--- src/rtl/motor_ramp_ctrl_pkg.sv ---
`default_nettype none
//==============================================================================
// Module      : motor_pkg
// Description : Shared definitions for the motor ramp controller: duty width
//               and default step/limit values, the FSM state encoding and a
//               helper that moves a duty value one step toward a goal.
// Revision    : 1.0 - initial release
//==============================================================================
package motor_pkg;

  localparam int unsigned c_duty_width = 32;
  localparam int unsigned c_duty_step  = 200000;
  localparam int unsigned c_duty_max   = 1800000;

  typedef enum logic [1:0] {
    ST_HOLD  = 2'd0,
    ST_RAMP  = 2'd1,
    ST_BRAKE = 2'd2,
    ST_DEAD  = 2'd3
  } motor_state_e;

  // One step from cur toward goal, never overshooting goal. The upward sum is
  // carried in one extra bit so a large step cannot wrap past zero.
  function automatic logic [c_duty_width-1:0] step_toward(
    input logic [c_duty_width-1:0] cur,
    input logic [c_duty_width-1:0] goal,
    input logic [c_duty_width-1:0] step
  );
    logic [c_duty_width:0]   sum;
    logic [c_duty_width-1:0] result;
    sum    = {1'b0, cur} + {1'b0, step};
    result = cur;
    if (cur < goal) begin
      result = (sum > {1'b0, goal}) ? goal : sum[c_duty_width-1:0];
    end else if (cur > goal) begin
      result = ((cur - goal) < step) ? goal : (cur - step);
    end
    return result;
  endfunction

endpackage
`default_nettype wire

--- src/rtl/motor_ramp_ctrl_if.sv ---
`default_nettype none
//==============================================================================
// Module      : motor_ramp_ctrl_if
// Description : Control/status bundle between the button/PWM side and the
//               motor ramp controller.
//               speedUp, slowDown, dirSwitch : raw push-buttons (async)
//               frameTick                    : one-cycle PWM period-wrap pulse
//               duty                         : registered PWM compare value
//               direction1/direction2        : H-bridge leg A / leg B enables
//               busy                         : controller not in HOLD
//               master = stimulus side, slave = controller side.
// Revision    : 1.0 - initial release
//==============================================================================
interface motor_ramp_ctrl_if;
  import motor_pkg::*;

  logic                    speedUp;
  logic                    slowDown;
  logic                    dirSwitch;
  logic                    frameTick;
  logic [c_duty_width-1:0] duty;
  logic                    direction1;
  logic                    direction2;
  logic                    busy;

  modport master (
    output speedUp, slowDown, dirSwitch, frameTick,
    input  duty, direction1, direction2, busy
  );

  modport slave (
    input  speedUp, slowDown, dirSwitch, frameTick,
    output duty, direction1, direction2, busy
  );

endinterface
`default_nettype wire

--- src/rtl/motor_ramp_ctrl_btn_cond.sv ---
`default_nettype none
//==============================================================================
// Module      : btn_cond
// Description : Push-button conditioner: 2-flop synchronizer, optional
//               debounce filter (macro MOTOR_DEBOUNCE_EN) and rising-edge
//               detector producing a one-cycle press pulse.
//               clk     : clock
//               reset   : synchronous active-high reset
//               i_btn   : raw asynchronous button level
//               o_press : one-cycle pulse per accepted press
// Revision    : 1.0 - initial release
//==============================================================================
module btn_cond #(
  parameter int unsigned DEBOUNCE_CYCLES = 1000000
) (
  input  logic clk,
  input  logic reset,
  input  logic i_btn,
  output logic o_press
);

  logic sync1_q, sync1_d;
  logic sync2_q, sync2_d;
  logic prev_q,  prev_d;
  logic w_level;

`ifdef MOTOR_DEBOUNCE_EN
  localparam int unsigned c_dbc_w = (DEBOUNCE_CYCLES > 1) ? $clog2(DEBOUNCE_CYCLES) : 1;
  localparam logic [c_dbc_w-1:0] c_dbc_last = c_dbc_w'(DEBOUNCE_CYCLES - 1);

  logic               stable_q, stable_d;
  logic [c_dbc_w-1:0] dbc_cnt_q, dbc_cnt_d;

  // The filtered level only follows the synchronized input after it has
  // disagreed with it for DEBOUNCE_CYCLES consecutive cycles; any bounce
  // back restarts the count.
  always_comb begin
    stable_d  = stable_q;
    dbc_cnt_d = '0;
    if (sync2_q != stable_q) begin
      if (dbc_cnt_q == c_dbc_last) begin
        stable_d = sync2_q;
      end else begin
        dbc_cnt_d = dbc_cnt_q + 1'b1;
      end
    end
  end

  always_ff @(posedge clk) begin
    if (reset) begin
      stable_q  <= 1'b0;
      dbc_cnt_q <= '0;
    end else begin
      stable_q  <= stable_d;
      dbc_cnt_q <= dbc_cnt_d;
    end
  end

  assign w_level = stable_q;
`else
  // Filter length only matters in the debounced build.
  logic w_unused_debounce;
  assign w_unused_debounce = (DEBOUNCE_CYCLES != 0);
  assign w_level           = sync2_q;
`endif

  always_comb begin
    sync1_d = i_btn;
    sync2_d = sync1_q;
    prev_d  = w_level;
  end

  always_ff @(posedge clk) begin
    if (reset) begin
      sync1_q <= 1'b0;
      sync2_q <= 1'b0;
      prev_q  <= 1'b0;
    end else begin
      sync1_q <= sync1_d;
      sync2_q <= sync2_d;
      prev_q  <= prev_d;
    end
  end

  assign o_press = w_level & ~prev_q;

endmodule
`default_nettype wire

--- src/rtl/motor_ramp_ctrl.sv ---
`default_nettype none
//==============================================================================
// Module      : motor_ramp_ctrl
// Description : DC motor speed ramp and direction-reversal controller. Button
//               presses set a target duty; the duty output ramps toward it one
//               step per RAMP_FRAMES PWM frames. A reversal brakes to zero,
//               holds both bridge legs off for DEAD_FRAMES frames, flips the
//               direction and ramps back to the target.
//               clk   : clock (rising edge)
//               reset : synchronous active-high reset
//               bus   : motor_ramp_ctrl_if.slave (buttons, frameTick, duty,
//                       direction1/2, busy)
//               Optional macro MOTOR_DEBOUNCE_EN adds a debounce filter to
//               every button.
// Revision    : 1.0 - initial release
//==============================================================================
module motor_ramp_ctrl
  import motor_pkg::*;
#(
  parameter int unsigned DUTY_STEP       = c_duty_step,
  parameter int unsigned DUTY_MAX        = c_duty_max,
  parameter int unsigned RAMP_FRAMES     = 4,
  parameter int unsigned DEAD_FRAMES     = 8,
  parameter int unsigned DEBOUNCE_CYCLES = 1000000
) (
  input  logic             clk,
  input  logic             reset,
  motor_ramp_ctrl_if.slave bus
);

  localparam int unsigned c_dw = c_duty_width;
  localparam logic [c_dw-1:0] c_step = c_dw'(DUTY_STEP);
  localparam logic [c_dw-1:0] c_max  = c_dw'(DUTY_MAX);

  localparam int unsigned c_frames_max = (RAMP_FRAMES > DEAD_FRAMES) ? RAMP_FRAMES : DEAD_FRAMES;
  localparam int unsigned c_cnt_w      = (c_frames_max > 1) ? $clog2(c_frames_max) : 1;
  localparam logic [c_cnt_w-1:0] c_ramp_last = c_cnt_w'(RAMP_FRAMES - 1);
  localparam logic [c_cnt_w-1:0] c_dead_last = c_cnt_w'(DEAD_FRAMES - 1);

  localparam logic [1:0] S_HOLD  = ST_HOLD;
  localparam logic [1:0] S_RAMP  = ST_RAMP;
  localparam logic [1:0] S_BRAKE = ST_BRAKE;
  localparam logic [1:0] S_DEAD  = ST_DEAD;

  logic w_press_up, w_press_dn, w_press_dir;

  btn_cond #(.DEBOUNCE_CYCLES(DEBOUNCE_CYCLES)) u_btn_up (
    .clk(clk), .reset(reset), .i_btn(bus.speedUp), .o_press(w_press_up)
  );
  btn_cond #(.DEBOUNCE_CYCLES(DEBOUNCE_CYCLES)) u_btn_dn (
    .clk(clk), .reset(reset), .i_btn(bus.slowDown), .o_press(w_press_dn)
  );
  btn_cond #(.DEBOUNCE_CYCLES(DEBOUNCE_CYCLES)) u_btn_dir (
    .clk(clk), .reset(reset), .i_btn(bus.dirSwitch), .o_press(w_press_dir)
  );

  logic [1:0]         state_q,  state_d;
  logic [c_dw-1:0]    target_q, target_d;
  logic [c_dw-1:0]    duty_q,   duty_d;
  logic [c_cnt_w-1:0] frame_q,  frame_d;
  logic               fwd_q,    fwd_d;   // 1: leg A drives after reversal settles
  logic               dir1_q,   dir1_d;
  logic               dir2_q,   dir2_d;

  logic [c_dw:0] w_target_sum;

  // Target: simultaneous up/down presses cancel. Sum carried in c_dw+1 bits.
  always_comb begin
    target_d     = target_q;
    w_target_sum = {1'b0, target_q} + {1'b0, c_step};
    if (w_press_up && !w_press_dn) begin
      target_d = (w_target_sum > {1'b0, c_max}) ? c_max : w_target_sum[c_dw-1:0];
    end else if (w_press_dn && !w_press_up) begin
      target_d = (target_q < c_step) ? '0 : (target_q - c_step);
    end
  end

  // Duty only moves on a frameTick cycle, so the PWM sees the new value from
  // the start of the next period. The frame divider is cleared on every state
  // transition so each state starts a full cadence.
  always_comb begin
    state_d = state_q;
    duty_d  = duty_q;
    frame_d = frame_q;
    fwd_d   = fwd_q;
    dir1_d  = dir1_q;
    dir2_d  = dir2_q;
    case (state_q)
      S_HOLD: begin
        if (w_press_dir) begin
          state_d = S_BRAKE;
          frame_d = '0;
        end else if (duty_q != target_q) begin
          state_d = S_RAMP;
          frame_d = '0;
        end
      end
      S_RAMP: begin
        if (w_press_dir) begin
          state_d = S_BRAKE;
          frame_d = '0;
        end else if (duty_q == target_q) begin
          state_d = S_HOLD;
          frame_d = '0;
        end else if (bus.frameTick) begin
          if (frame_q == c_ramp_last) begin
            duty_d  = step_toward(duty_q, target_q, c_step);
            frame_d = '0;
          end else begin
            frame_d = frame_q + 1'b1;
          end
        end
      end
      S_BRAKE: begin
        if (duty_q == '0) begin
          state_d = S_DEAD;
          frame_d = '0;
          dir1_d  = 1'b0;
          dir2_d  = 1'b0;
        end else if (bus.frameTick) begin
          if (frame_q == c_ramp_last) begin
            duty_d  = step_toward(duty_q, '0, c_step);
            frame_d = '0;
          end else begin
            frame_d = frame_q + 1'b1;
          end
        end
      end
      S_DEAD: begin
        if (bus.frameTick) begin
          if (frame_q == c_dead_last) begin
            state_d = S_RAMP;
            frame_d = '0;
            fwd_d   = ~fwd_q;
            dir1_d  = ~fwd_q;
            dir2_d  = fwd_q;
          end else begin
            frame_d = frame_q + 1'b1;
          end
        end
      end
      default: begin
        state_d = S_HOLD;
        frame_d = '0;
      end
    endcase
  end

  always_ff @(posedge clk) begin
    if (reset) begin
      state_q  <= S_HOLD;
      target_q <= '0;
      duty_q   <= '0;
      frame_q  <= '0;
      fwd_q    <= 1'b0;
      dir1_q   <= 1'b0;
      dir2_q   <= 1'b1;
    end else begin
      state_q  <= state_d;
      target_q <= target_d;
      duty_q   <= duty_d;
      frame_q  <= frame_d;
      fwd_q    <= fwd_d;
      dir1_q   <= dir1_d;
      dir2_q   <= dir2_d;
    end
  end

  assign bus.duty       = duty_q;
  assign bus.direction1 = dir1_q;
  assign bus.direction2 = dir2_q;
  assign bus.busy       = (state_q != S_HOLD);

endmodule
`default_nettype wire

--- src/flat_wrapper.sv ---
// flat-port wrapper written by rule: the top's interface ports become plain ports
module motor_ramp_ctrl_flat import motor_pkg::*;
#(
  parameter int unsigned DUTY_STEP       = c_duty_step,
  parameter int unsigned DUTY_MAX        = c_duty_max,
  parameter int unsigned RAMP_FRAMES     = 4,
  parameter int unsigned DEAD_FRAMES     = 8,
  parameter int unsigned DEBOUNCE_CYCLES = 1000000
)
  (clk, reset, bus_speedUp, bus_slowDown, bus_dirSwitch, bus_frameTick, bus_duty, bus_direction1, bus_direction2, bus_busy);
  motor_ramp_ctrl_if bus_i ();
  input  logic clk;
  input  logic reset;
  input wire logic [$bits(bus_i.speedUp)-1:0] bus_speedUp;
  input wire logic [$bits(bus_i.slowDown)-1:0] bus_slowDown;
  input wire logic [$bits(bus_i.dirSwitch)-1:0] bus_dirSwitch;
  input wire logic [$bits(bus_i.frameTick)-1:0] bus_frameTick;
  output wire logic [$bits(bus_i.duty)-1:0] bus_duty;
  output wire logic [$bits(bus_i.direction1)-1:0] bus_direction1;
  output wire logic [$bits(bus_i.direction2)-1:0] bus_direction2;
  output wire logic [$bits(bus_i.busy)-1:0] bus_busy;
  assign bus_i.speedUp = bus_speedUp;
  assign bus_i.slowDown = bus_slowDown;
  assign bus_i.dirSwitch = bus_dirSwitch;
  assign bus_i.frameTick = bus_frameTick;
  assign bus_duty = bus_i.duty;
  assign bus_direction1 = bus_i.direction1;
  assign bus_direction2 = bus_i.direction2;
  assign bus_busy = bus_i.busy;
  motor_ramp_ctrl #(.DUTY_STEP(DUTY_STEP), .DUTY_MAX(DUTY_MAX), .RAMP_FRAMES(RAMP_FRAMES), .DEAD_FRAMES(DEAD_FRAMES), .DEBOUNCE_CYCLES(DEBOUNCE_CYCLES)) u_core (.clk(clk), .reset(reset), .bus(bus_i));
endmodule
--- config.mk ---
export PLATFORM = sky130hd
export DESIGN_NAME = motor_ramp_ctrl_flat
export DESIGN_NICKNAME = d
export VERILOG_FILES = /design/src/rtl/motor_ramp_ctrl_pkg.sv /design/src/rtl/motor_ramp_ctrl_if.sv /design/src/rtl/motor_ramp_ctrl_btn_cond.sv /design/src/rtl/motor_ramp_ctrl.sv /design/src/flat_wrapper.sv
export SDC_FILE = /design/constraint.sdc
export NUM_CORES = 1
export LEC_CHECK = 0
export BUFFER_PORTS_ARGS = -buffer_cell sky130_fd_sc_hd__buf_2
export CAP_MARGIN = 20
export CORE_ASPECT_RATIO = 0.8
export CORE_MARGIN = 5
export CORE_UTILIZATION = 50
export CTS_CLUSTER_DIAMETER = 50
export DETAILED_ROUTE_END_ITERATION = 10
export PLACE_DENSITY = 0.67
export SETUP_SLACK_MARGIN = 0.02
export SKIP_LAST_GASP = 1
export SYNTH_ARGS = -nofsm -noshare
export SYNTH_HDL_FRONTEND = slang
export SYNTH_SLANG_ARGS = --single-unit
--- constraint.sdc ---
create_clock -name clk -period 4.6 [get_ports clk]
set_input_delay 0.23 -clock clk [delete_from_list [all_inputs] [get_ports clk]]
set_output_delay 0.23 -clock clk [all_outputs]
set_load 0.1 [all_outputs]
==> impl_metrics.csv <==
group,metric,value,unit
run_status,run_status,"completed",
synth,synthesis.nets,1202,
timing,worst_pin_slew,0.966,ns
die,io-pin-count,41,
hold_path,hold_path_depth,2,
final_layout,diodes,0,
route,drcViolationCount,0,
synth,synth_most_common_cell,"a21oi_1",
die,die-area,18600,um^2
timing,fin_crit,4.41,ns
route,drtIter0Drc,841,
final_layout,num-fill-cells,1585,
die,die-width,151,um
critical_path,arrival,4.67,ns
route,drtAntennaViolNets,0,
critical_path,setup.worst_path.class,"flip-flop to flip-flop",
synth,synthTopCellsByArea,"dfxtp_1 (18%), ha_1 (10%), a21oi_1 (7.2%), xnor2_1 (4.9%), o21ai_0 (4.9%)",
global_routing,gr-usage-all-layers,28.6,%
global_routing,antenna_found_initial,0,
timing,report.final.slew_viol_count,0,
place,dp_hpwl,20.2,mm
synth,synthTopCellsByCount,"a21oi_1 (115), nor2_1 (99), nand2_1 (96), o21ai_0 (78), clkbuf_1 (71)",
synth,synth_edf_count,0,
synth,postSynth.asyncResetShare,0,%
global_routing,overflow,0,
die,rows,41,
synth,netlist_area,8000,um^2
critical_path,critPathLaunchType,"flip-flop",
synth,synth_cell_types,80,
place,place_congestion,0.971,
route,dr.pass1.iters,6,
timing,fmax,0.227,GHz
timing,hold_viol_final,0,
critical_path,setup.worst_path.end_class,"flip-flop",
synth,yosysSeqAreaShare,17.5,%
synth,synth_seq_cells,70,
synth,synthCells,1129,
final_layout,drive_gt1_share,12.6,%
route,vias,8770,
global_routing,grt_max_degree,53,
clock_tree,cts_tree,"built",
timing,setup_viol,0,
global_routing,grt_pass1_wl,42.2,mm
die,die_h,123,um
place,buffer_ports.inserted,40,
synth,syn_avg_cell_area,7.08,um^2
die,coreArea,15700,um^2
final_layout,multi_input_area,6060,um^2
die,initial_core_util,50.8,%
global_routing,grt_pass1_vias,7808,
run,drv_cap,0,
clock_tree,root_buffer,"clkbuf_16",
clock_tree,htreeDepth,3,
final_layout,seqCellArea,1410,um^2
final_layout,syn2layout_area_growth,10.2,%
timing,fin_skew,0.0129,ns
critical_path,r2r_cells,14,
timing,rsz0062_at_grt,"no",
timing,relSlewSlack,35.5,%
synth,synth_top_area_share,17.5,%
route,drt-vias-per-instance,6.42,
critical_path,crit_required,4.86,ns
clock_tree,cts_buffer_depth,2,
synth,ys_warn_count,0,
critical_path,critPathMaxFanout,13,
synth,synth_top_flop_cell,"dfxtp_1",
hold_path,hp-class,"primary input to flip-flop",
timing,tns,0,ns
timing,timing.final.crit_share,95.9,%
clock_tree,clk_pin_slew,0.06,ns
route,finalWirelength,26.9,mm
final_layout,layout.nets,1220,
clock_tree,numCtsBuffers,9,
clock_tree,clkSinkCount,70,
route,wl_per_cell,19.7,um
clock_tree,clk_latency,0.35,ns
synth,yosys.area.top_type,"dfxtp_1",
-- kinds of logic (layout without fill, tap and decap cells) --
logic type | count (synthesis) | in the layout | share of synthesized area (%)
and+or+nand+nor | 388 | 388 | 23.5
adders and majority gates | 67 | 67 | 10.5
xor gates and xnor gates | 68 | 68 | 7.45
muxes | 9 | 9 | 1.13
DFF | 70 | 70 | 17.5
AOI/OAI and AO/OA | 393 | 393 | 32.9
buffers and inverters | 134 | 157 | 7.02
-- cell usage in the layout, fill, tap and decap left out, drive strengths merged, types with 24 or more instances in the layout --
cell type / instances
nand2: 97
buf: 91
nand3: 40
xnor2: 45
nor3: 40
a21oi: 116
inv: 50
o21a: 33
ha: 67
o21ai: 89
o221ai: 24
nor2: 100
dfxtp: 70
-- path summary, 6_finish.rpt --
check | from | endpoint | slack (ns)
hold reg to reg | u_core.u_btn_up.sync1_q$_SDFF_PP0_ | u_core.u_btn_up.prev_d$_SDFF_PP0_ | 0.44
hold / removal | bus_dirSwitch | u_core.u_btn_dir.sync1_q$_SDFF_PP0_ | 0.09
setup reg to reg | u_core.target_q[6]$_SDFFE_PP0P_ | u_core.bus.duty[12]$_SDFFE_PP0P_ | 0.19
setup / recovery | u_core.target_q[6]$_SDFFE_PP0P_ | u_core.bus.duty[12]$_SDFFE_PP0P_ | 0.19
-- layer usage --
metal	wire [um]	track usage, %	vias to the layer above	share of wire (%)
met2	11500	43.0	421	43
met5	0	0	-	0
li1	-	-	4180	-
met1	12300	41.2	4108	45
met4	805	9.63	0	3.0
met3	2410	5.09	61	9.0
-- worst max-delay path, stage by stage (launching register included) --
cell,delay [ns]
dfxtp_1,0.49
inv_1,0.22
ha_1,0.40
nor2b_1,0.19
o21a_1,0.22
nor4_2,0.44
o21ai_1,0.23
mux2i_1,0.16
nor4_1,0.43
o2111ai_1,0.28
o41ai_4,0.48
buf_4,0.31
a2bb2oi_1,0.18
nor3b_1,0.07
nor3_1,0.22
-- timing repair --
| action | 4_1_cts | 5_1_grt |
|---|---|---|
| buffers inserted | 0 | 0 |
| pin swaps | 0 | 1 |
| setup endpoints to repair | 1 | 22 |
| gates resized for setup | 1 | 3 |
| hold buffers | 0 | 0 |
-- final cells by class --
| class | instances | area share (%) |
|---|---|---|
| Timing Repair Buffer | 91 | 6.61 |
| Inverter | 50 | 2.13 |
| Tap cell | 215 | 3.05 |
| Multi-Input combinational cell | 925 | 68.7 |
| Clock buffer | 9 | 2.56 |
| Clock inverter | 7 | 0.923 |
| Sequential cell | 70 | 16.0 |
-- through the flow --
step	util [%]	instance area, um^2	hold slack, ns	std cells	setup WS (ns)
floorplan	-	8010	0.358	1129	0.0337
global placement	53.9	8490	0.416	1351	0.0530
global route	56.0	8810	0.100	1367	0.0282
CTS	55.9	8800	0.0840	1367	0.192
finish	56.0	8810	0.0887	1367	0.190
detailed placement	53.9	8490	0.425	1351	0.0178
-- flip-flops by register name, summed over array words and instances, names as in the netlist --
| register | cells |
|---|---|
| u_core.bus.direction1 | 1 |
| u_core.u_btn_dn.sync1_q | 1 |
| u_core.u_btn_up.prev_d | 1 |
| u_core.u_btn_dir.prev_q | 1 |
| u_core.u_btn_dn.prev_d | 1 |
| u_core.target_q | 26 |
| u_core.u_btn_up.prev_q | 1 |
| u_core.frame_q | 3 |
| u_core.bus.direction2 | 1 |
| u_core.fwd_q | 1 |
| u_core.u_btn_dn.prev_q | 1 |
| u_core.u_btn_up.sync1_q | 1 |
| u_core.bus.duty | 27 |
| u_core.u_btn_dir.prev_d | 1 |
| u_core.u_btn_dir.sync1_q | 1 |
| u_core.state_q | 2 |
Power is left out: the tool's default activity adds up to more than one toggle a clock period on the data nets, which glitch-free logic cannot reach.
